File: config.mk
export PLATFORM = sky130hd
export DESIGN_NAME = pipe_hazard_ctrl
export DESIGN_NICKNAME = d
export VERILOG_FILES = /design/src/rtl/pipe_hazard_ctrl_pkg.sv /design/src/rtl/pipe_hazard_ctrl_loaduse_det.sv /design/src/rtl/pipe_hazard_ctrl.sv
export SDC_FILE = /design/constraint.sdc
export NUM_CORES = 1
export LEC_CHECK = 0
export CORE_MARGIN = 3
export CORE_UTILIZATION = 25
export DETAILED_ROUTE_END_ITERATION = 10
export GPL_ROUTABILITY_DRIVEN = 1
export GPL_TIMING_DRIVEN = 1
export HOLD_SLACK_MARGIN = 0.1
export PLACE_DENSITY = 0.62
export SLEW_MARGIN = 25
export SYNTH_ARGS = -nofsm -noshare
export SYNTH_HDL_FRONTEND = slang
export SYNTH_SLANG_ARGS = --single-unit
File: constraint.sdc
create_clock -name clk -period 4.78 [get_ports clk]
set_clock_uncertainty 0.2 [all_clocks]
set_input_delay 0.717 -clock clk [delete_from_list [all_inputs] [get_ports clk]]
set_output_delay 0.717 -clock clk [all_outputs]
set_load 0.02 [all_outputs]
File: src/rtl/pipe_hazard_ctrl_pkg.sv
// Shared state encodings and stall-cause constants for the pipeline hazard controller.
package pipe_hazard_ctrl_pkg;

  localparam int DEF_REG_ADDR_WIDTH = 5;

  typedef enum logic [1:0] {
    ST_RUN      = 2'd0,
    ST_MEM_WAIT = 2'd1,
    ST_MC_WAIT  = 2'd2
  } state_t;

  // One-hot stall cause: {mem, mc, loaduse}
  localparam logic [2:0] STALL_NONE = 3'b000;
  localparam logic [2:0] STALL_MEM  = 3'b100;
  localparam logic [2:0] STALL_MC   = 3'b010;
  localparam logic [2:0] STALL_LU   = 3'b001;

endpackage

File: src/rtl/pipe_hazard_ctrl_loaduse_det.sv
// Combinational load-use comparator: a load in EX whose destination is read by ID.
module hazard_loaduse_det
  import pipe_hazard_ctrl_pkg::*;
#(
  parameter int REG_ADDR_WIDTH = DEF_REG_ADDR_WIDTH
) (
  input  logic [REG_ADDR_WIDTH-1:0] rs1_addr,
  input  logic [REG_ADDR_WIDTH-1:0] rs2_addr,
  input  logic                      rs1_used,
  input  logic                      rs2_used,
  input  logic                      ex_valid,
  input  logic                      ex_is_load,
  input  logic [REG_ADDR_WIDTH-1:0] ex_rd,
  output logic                      hazard
);

  // x0 is hardwired to zero, so a load into it never creates a dependency
  assign hazard = ex_valid && ex_is_load && (ex_rd != '0) &&
                  ((rs1_used && (rs1_addr == ex_rd)) ||
                   (rs2_used && (rs2_addr == ex_rd)));

endmodule

File: src/rtl/pipe_hazard_ctrl.sv
// Stall/flush scheduler for the 5-stage pipeline with multi-cycle watchdog.
// Optional perf counters are enabled with the PIPE_CTRL_PERF_EN macro.
module pipe_hazard_ctrl
  import pipe_hazard_ctrl_pkg::*;
#(
  parameter int REG_ADDR_WIDTH = DEF_REG_ADDR_WIDTH,
  parameter int MC_TIMEOUT     = 64
`ifdef PIPE_CTRL_PERF_EN
  , parameter int PERF_CNT_W   = 32
`endif
) (
  input  logic                      clk,
  input  logic                      rst_n,
  input  logic [REG_ADDR_WIDTH-1:0] id_rs1_addr,
  input  logic [REG_ADDR_WIDTH-1:0] id_rs2_addr,
  input  logic                      id_rs1_used,
  input  logic                      id_rs2_used,
  input  logic                      ex_valid,
  input  logic                      ex_is_load,
  input  logic [REG_ADDR_WIDTH-1:0] ex_rd,
  input  logic                      ex_mc_req,
  input  logic                      mc_done,
  input  logic                      mem_req,
  input  logic                      mem_ready,
  input  logic                      redirect_valid,
  output logic                      pc_en,
  output logic                      if_id_en,
  output logic                      if_id_flush,
  output logic                      id_ex_en,
  output logic                      id_ex_flush,
  output logic                      ex_mem_en,
  output logic                      mem_wb_en,
  output logic [2:0]                stall_cause,
  output logic                      mc_timeout
`ifdef PIPE_CTRL_PERF_EN
  , output logic [PERF_CNT_W-1:0]   perf_stall_mem
  , output logic [PERF_CNT_W-1:0]   perf_stall_mc
  , output logic [PERF_CNT_W-1:0]   perf_stall_lu
  , output logic [PERF_CNT_W-1:0]   perf_flush
`endif
);

  localparam int CNT_W = $clog2(MC_TIMEOUT + 1);
  localparam logic [CNT_W-1:0] TIMEOUT_VAL = CNT_W'(MC_TIMEOUT);

  state_t state, next_state;
  logic [CNT_W-1:0] mc_cnt, next_cnt;
  logic redirect_pend;
  logic lu_hazard, mem_stall, mc_stall, mc_expire, redirect_any;

  hazard_loaduse_det #(.REG_ADDR_WIDTH(REG_ADDR_WIDTH)) u_loaduse (
    .rs1_addr   (id_rs1_addr),
    .rs2_addr   (id_rs2_addr),
    .rs1_used   (id_rs1_used),
    .rs2_used   (id_rs2_used),
    .ex_valid   (ex_valid),
    .ex_is_load (ex_is_load),
    .ex_rd      (ex_rd),
    .hazard     (lu_hazard)
  );

  assign mem_stall    = mem_req && !mem_ready;
  assign redirect_any = redirect_valid || redirect_pend;
  assign mc_expire    = (state == ST_MC_WAIT) && !mc_done && (mc_cnt == TIMEOUT_VAL);

  // Once waiting, the op is tracked by the counter rather than the EX level
  always_comb begin
    mc_stall = 1'b0;
    if (state == ST_MC_WAIT) mc_stall = !mc_done && (mc_cnt != TIMEOUT_VAL);
    else                     mc_stall = ex_valid && ex_mc_req && !mc_done;
  end

  always_comb begin
    pc_en       = 1'b1;
    if_id_en    = 1'b1;
    if_id_flush = 1'b0;
    id_ex_en    = 1'b1;
    id_ex_flush = 1'b0;
    ex_mem_en   = 1'b1;
    mem_wb_en   = 1'b1;
    stall_cause = STALL_NONE;
    next_state  = ST_RUN;
    next_cnt    = '0;
    if (rst_n) begin
      if (mem_stall) begin
        {pc_en, if_id_en, id_ex_en, ex_mem_en, mem_wb_en} = '0;
        stall_cause = STALL_MEM;
        if ((state == ST_MC_WAIT) && mc_stall) begin
          next_state = ST_MC_WAIT;
          next_cnt   = mc_cnt + 1'b1;
        end else begin
          next_state = ST_MEM_WAIT;
        end
      end else if (mc_stall) begin
        {pc_en, if_id_en, id_ex_en, ex_mem_en} = '0;
        stall_cause = STALL_MC;
        next_state  = ST_MC_WAIT;
        next_cnt    = (state == ST_MC_WAIT) ? mc_cnt + 1'b1 : CNT_W'(1);
      end else if (redirect_any) begin
        if_id_flush = 1'b1;
        id_ex_flush = 1'b1;
      end else if (lu_hazard) begin
        pc_en       = 1'b0;
        if_id_en    = 1'b0;
        id_ex_flush = 1'b1;
        stall_cause = STALL_LU;
      end
    end
  end

  // A redirect seen while stalled is held until the first free cycle flushes it
  always_ff @(posedge clk or negedge rst_n) begin
    if (!rst_n) begin
      state         <= ST_RUN;
      mc_cnt        <= '0;
      redirect_pend <= 1'b0;
      mc_timeout    <= 1'b0;
    end else begin
      state  <= next_state;
      mc_cnt <= next_cnt;
      if (mc_expire) mc_timeout <= 1'b1;
      if (mem_stall || mc_stall) begin
        if (redirect_valid) redirect_pend <= 1'b1;
      end else begin
        redirect_pend <= 1'b0;
      end
    end
  end

`ifdef PIPE_CTRL_PERF_EN
  localparam logic [PERF_CNT_W-1:0] PERF_MAX = '1;

  always_ff @(posedge clk or negedge rst_n) begin
    if (!rst_n) begin
      perf_stall_mem <= '0;
      perf_stall_mc  <= '0;
      perf_stall_lu  <= '0;
      perf_flush     <= '0;
    end else begin
      if (stall_cause[2] && (perf_stall_mem != PERF_MAX)) perf_stall_mem <= perf_stall_mem + 1'b1;
      if (stall_cause[1] && (perf_stall_mc  != PERF_MAX)) perf_stall_mc  <= perf_stall_mc + 1'b1;
      if (stall_cause[0] && (perf_stall_lu  != PERF_MAX)) perf_stall_lu  <= perf_stall_lu + 1'b1;
      if (if_id_flush    && (perf_flush     != PERF_MAX)) perf_flush     <= perf_flush + 1'b1;
    end
  end
`endif

endmodule

==> impl_metrics.json <==
{
  "end_kind": "output pin",
  "regToRegSetupSlack_ns": 2.91,
  "place_ws_ns": 0.985,
  "cp_slowest_cell": "clkdlybuf4s50_1",
  "irDropWorstVdd_uv": 95.5,
  "viasPerCell": 4.39,
  "crit_start": "ex_rd[3]",
  "startpoint_type": "input port",
  "critPathMaxFanout": 3,
  "synth_edf_count": 0,
  "syn_inst": 86,
  "gr-total-overflow": 0,
  "start_util_pct": 27.4,
  "finalSetupTns_ns": 0,
  "p_leak_nw": 0.479,
  "slowest_delay_ns": 0.65,
  "fin_nets": 153,
  "numCtsBuffers": 3,
  "combPwrFrac_pct": 29.1,
  "num_rows": 19,
  "clk-insertion-delay-late_ns": 0.27,
  "layout_setup_ws_ns": 1.00,
  "die_x_um": 62.2,
  "reg2reg_to": "mc_cnt[2]$_DFF_PN0_",
  "cts.clk_slew.worst_paths_ns": 0.07,
  "die_area_mm2": 0.00387,
  "worst_pin_slew_ns": 0.440,
  "die_y_um": 62.2,
  "syn_to_final_growth_pct": 54.2,
  "grt_pass1_wl_um": 3370,
  "io_pins": 37,
  "antenna_found_initial": 0,
  "yosys.area.top_type": "dfrtp_1",
  "syn_avg_cell_area_um2": 9.18,
  "vias": 728,
  "hold_path.class": "reg -> reg",
  "finalSetupViolCount": 0,
  "worstHoldPathCells": 1,
  "dr.pass1.iters": 4,
  "path_common_cell": "clkdlybuf4s50_1",
  "cp_data_arrival_time_ns": 2.86,
  "synth_area_leaders": "dfrtp_1 (35%), xor2_1 (11%), xnor2_1 (5.5%)",
  "first_global_vias": 752,
  "status": "finished, final reports clean",
  "gp_congestion": 0.746,
  "ctsResizeCount": 0,
  "tritoncts": "yes",
  "power_switching_mw": 0.0603,
  "fmax_ghz": 0.265,
  "required_ns": 3.86,
  "clkPwrFrac_pct": 28.2,
  "ctsHtreeMaxLevel": 1,
  "cts_num_sinks": 11,
  "report.final.slew_viol_count": 0,
  "synthesis.nets": 114,
  "synth_top_area_share_pct": 34.9,
  "async_flop_share_pct": 100,
  "slew_headroom_pct": 70.5,
  "netlist_area_um2": 790,
  "dp.cells": 162,
  "switching_share_pct": 26.9,
  "power-per-cell-area_mw_per_mm2": 184,
  "num_antenna_cells": 0,
  "clock_path_buffers": 2,
  "ant_nets": 0,
  "endpoint": "stall_cause[0]",
  "drc": 0,
  "synth_common_cells": "dfrtp_1 (11), nor2_1 (10), xor2_1 (10), nand2_1 (5), xnor2_1 (5)",
  "drive_gt1_share_pct": 6.45,
  "seq_area_frac_synth_pct": 34.9,
  "synth-warning-count": 0,
  "synthFlopType": "dfrtp_1",
  "post_drt_wl_per_cell_um": 11.7,
  "fin_crit_sh_pct": 79.0,
  "synth.distinct_cells": 33,
  "final_cells": 166,
  "worstPathCellList": "clkdlybuf4s50_1 > xor2_1 > nor4_1 > a32oi_1 > nor4b_2 > clkdlybuf4s50_1",
  "cap_violations": 0,
  "synth_most_common_cell": "dfrtp_1",
  "postCtsSetupBuffers": 0,
  "r2r-start": "mc_cnt[0]$_DFF_PN0_",
  "cts_root_buffer": "clkbuf_4",
  "post-dp-hpwl_um": 1610,
  "grt.total_usage_pct": 10.5,
  "postCtsHoldBufs": 0,
  "routed_wirelength_um": 1950,
  "core_mm2": 0.00288,
  "reg2regPathDepth": 6,
  "grt_max_degree": 21,
  "synth-seq-cells": 11,
  "path_class": "in -> out",
  "finalHoldViolCount": 0,
  "drt_iter0_drc": 9,
  "seqPwrFrac_pct": 42.7,
  "period_minus_slack_ns": 3.78,
  "io_buffers": 36,
  "rsz0062_at_grt": "false",
  "internal_power_mw": 0.164
}
-- cell usage in the layout (no fill, tap or decap), drive strengths merged --
cell type and count:
dfrtp 11, xnor2 5, nor4 2, o211ai 1, a21oi 1, a211oi 1, or3 1, xor2 10
o21a 1, and3 3, nor2 10, nand3 4, clkdlybuf4s50 36, inv 4, a2bb2oi 1, and2 4
nor3 2, o22ai 1, nor2b 3, nand2b 2, nand2 5, o311a 1, a32oi 1, a31o 1
nor4b 2, o21bai 1, ha 2, o21ai 3, clkbuf 4, buf 1
-- worst max-delay path, delay by kind of cell --
family	cells	cell delay, ns
buffers and inverters	2	1.12
and+or+nand+nor	2	0.61
AOI/OAI and AO/OA	1	0.22
xor gates and xnor gates	1	0.19
-- final cells by class --
| type | count | area, µm² |
|---|---|---|
| tap | 42 | 52.6 |
| multi-input combinational | 68 | 480 |
| timing repair buffer | 37 | 368 |
| sequential | 11 | 275 |
| fill | 290 | 1660 |
| inverter | 4 | 15.0 |
| clock buffer | 4 | 26.3 |
-- logic make-up after synthesis --
family | share of synthesized area [%]
AOI/OAI and AO/OA | 13.3
xor gates and xnor gates | 16.6
adders and majority gates | 3.17
buffers and inverters | 4.28
DFF | 34.9
and+or+nand+nor | 27.7
-- through the flow --
stage	util (%)	hold WS (ns)	total power, mW	area [µm²]
final	42.3	0.290	0.224	1220
after detailed placement	41.4	0.276	0.163	1190
after global routing	42.3	0.328	0.241	1220
after floorplan	-	0.221	0.126	790
after global placement	41.4	0.276	0.163	1190
after CTS	42.3	0.297	0.229	1220
-- worst min-delay path by stage --
stage          slack, ns                    from                endpoint
2_1_floorplan       0.22                   rst_n     mc_cnt[0]$_DFF_PN0_
3_3_place_gp        0.28  mc_timeout$_DFFE_PN0P_  mc_timeout$_DFFE_PN0P_
3_5_place_dp        0.28  mc_timeout$_DFFE_PN0P_  mc_timeout$_DFFE_PN0P_
4_1_cts             0.30  mc_timeout$_DFFE_PN0P_  mc_timeout$_DFFE_PN0P_
5_1_grt             0.33  mc_timeout$_DFFE_PN0P_  mc_timeout$_DFFE_PN0P_
6_report            0.29  mc_timeout$_DFFE_PN0P_  mc_timeout$_DFFE_PN0P_
-- metal layers --
metal	part of all wire [%]	track usage [%]	vias up
met1	44	13.6	332
met3	4.1	1.98	2
met5	0	0	-
met2	51	16.9	21
met4	0.97	4.97	0
li1	-	-	373
-- flip-flops by register name (all words and copies together) (netlist names) --
name / count
mc_cnt: 7
mc_timeout: 1
redirect_pend: 1
state: 2
-- power groups by stage --
| stage | registers (mW) | logic [mW] | clock network [mW] |
|---|---|---|---|
| after detailed placement | 0.0977 | 0.0656 | 0 |
| after CTS | 0.0958 | 0.0660 | 0.0674 |
| after floorplan | 0.0980 | 0.0280 | 0 |
| final | 0.0958 | 0.0654 | 0.0632 |
| after global placement | 0.0976 | 0.0649 | 0 |
| after global routing | 0.0960 | 0.0706 | 0.0742 |
No activity file was read; power rests on OpenSTA's default activity.
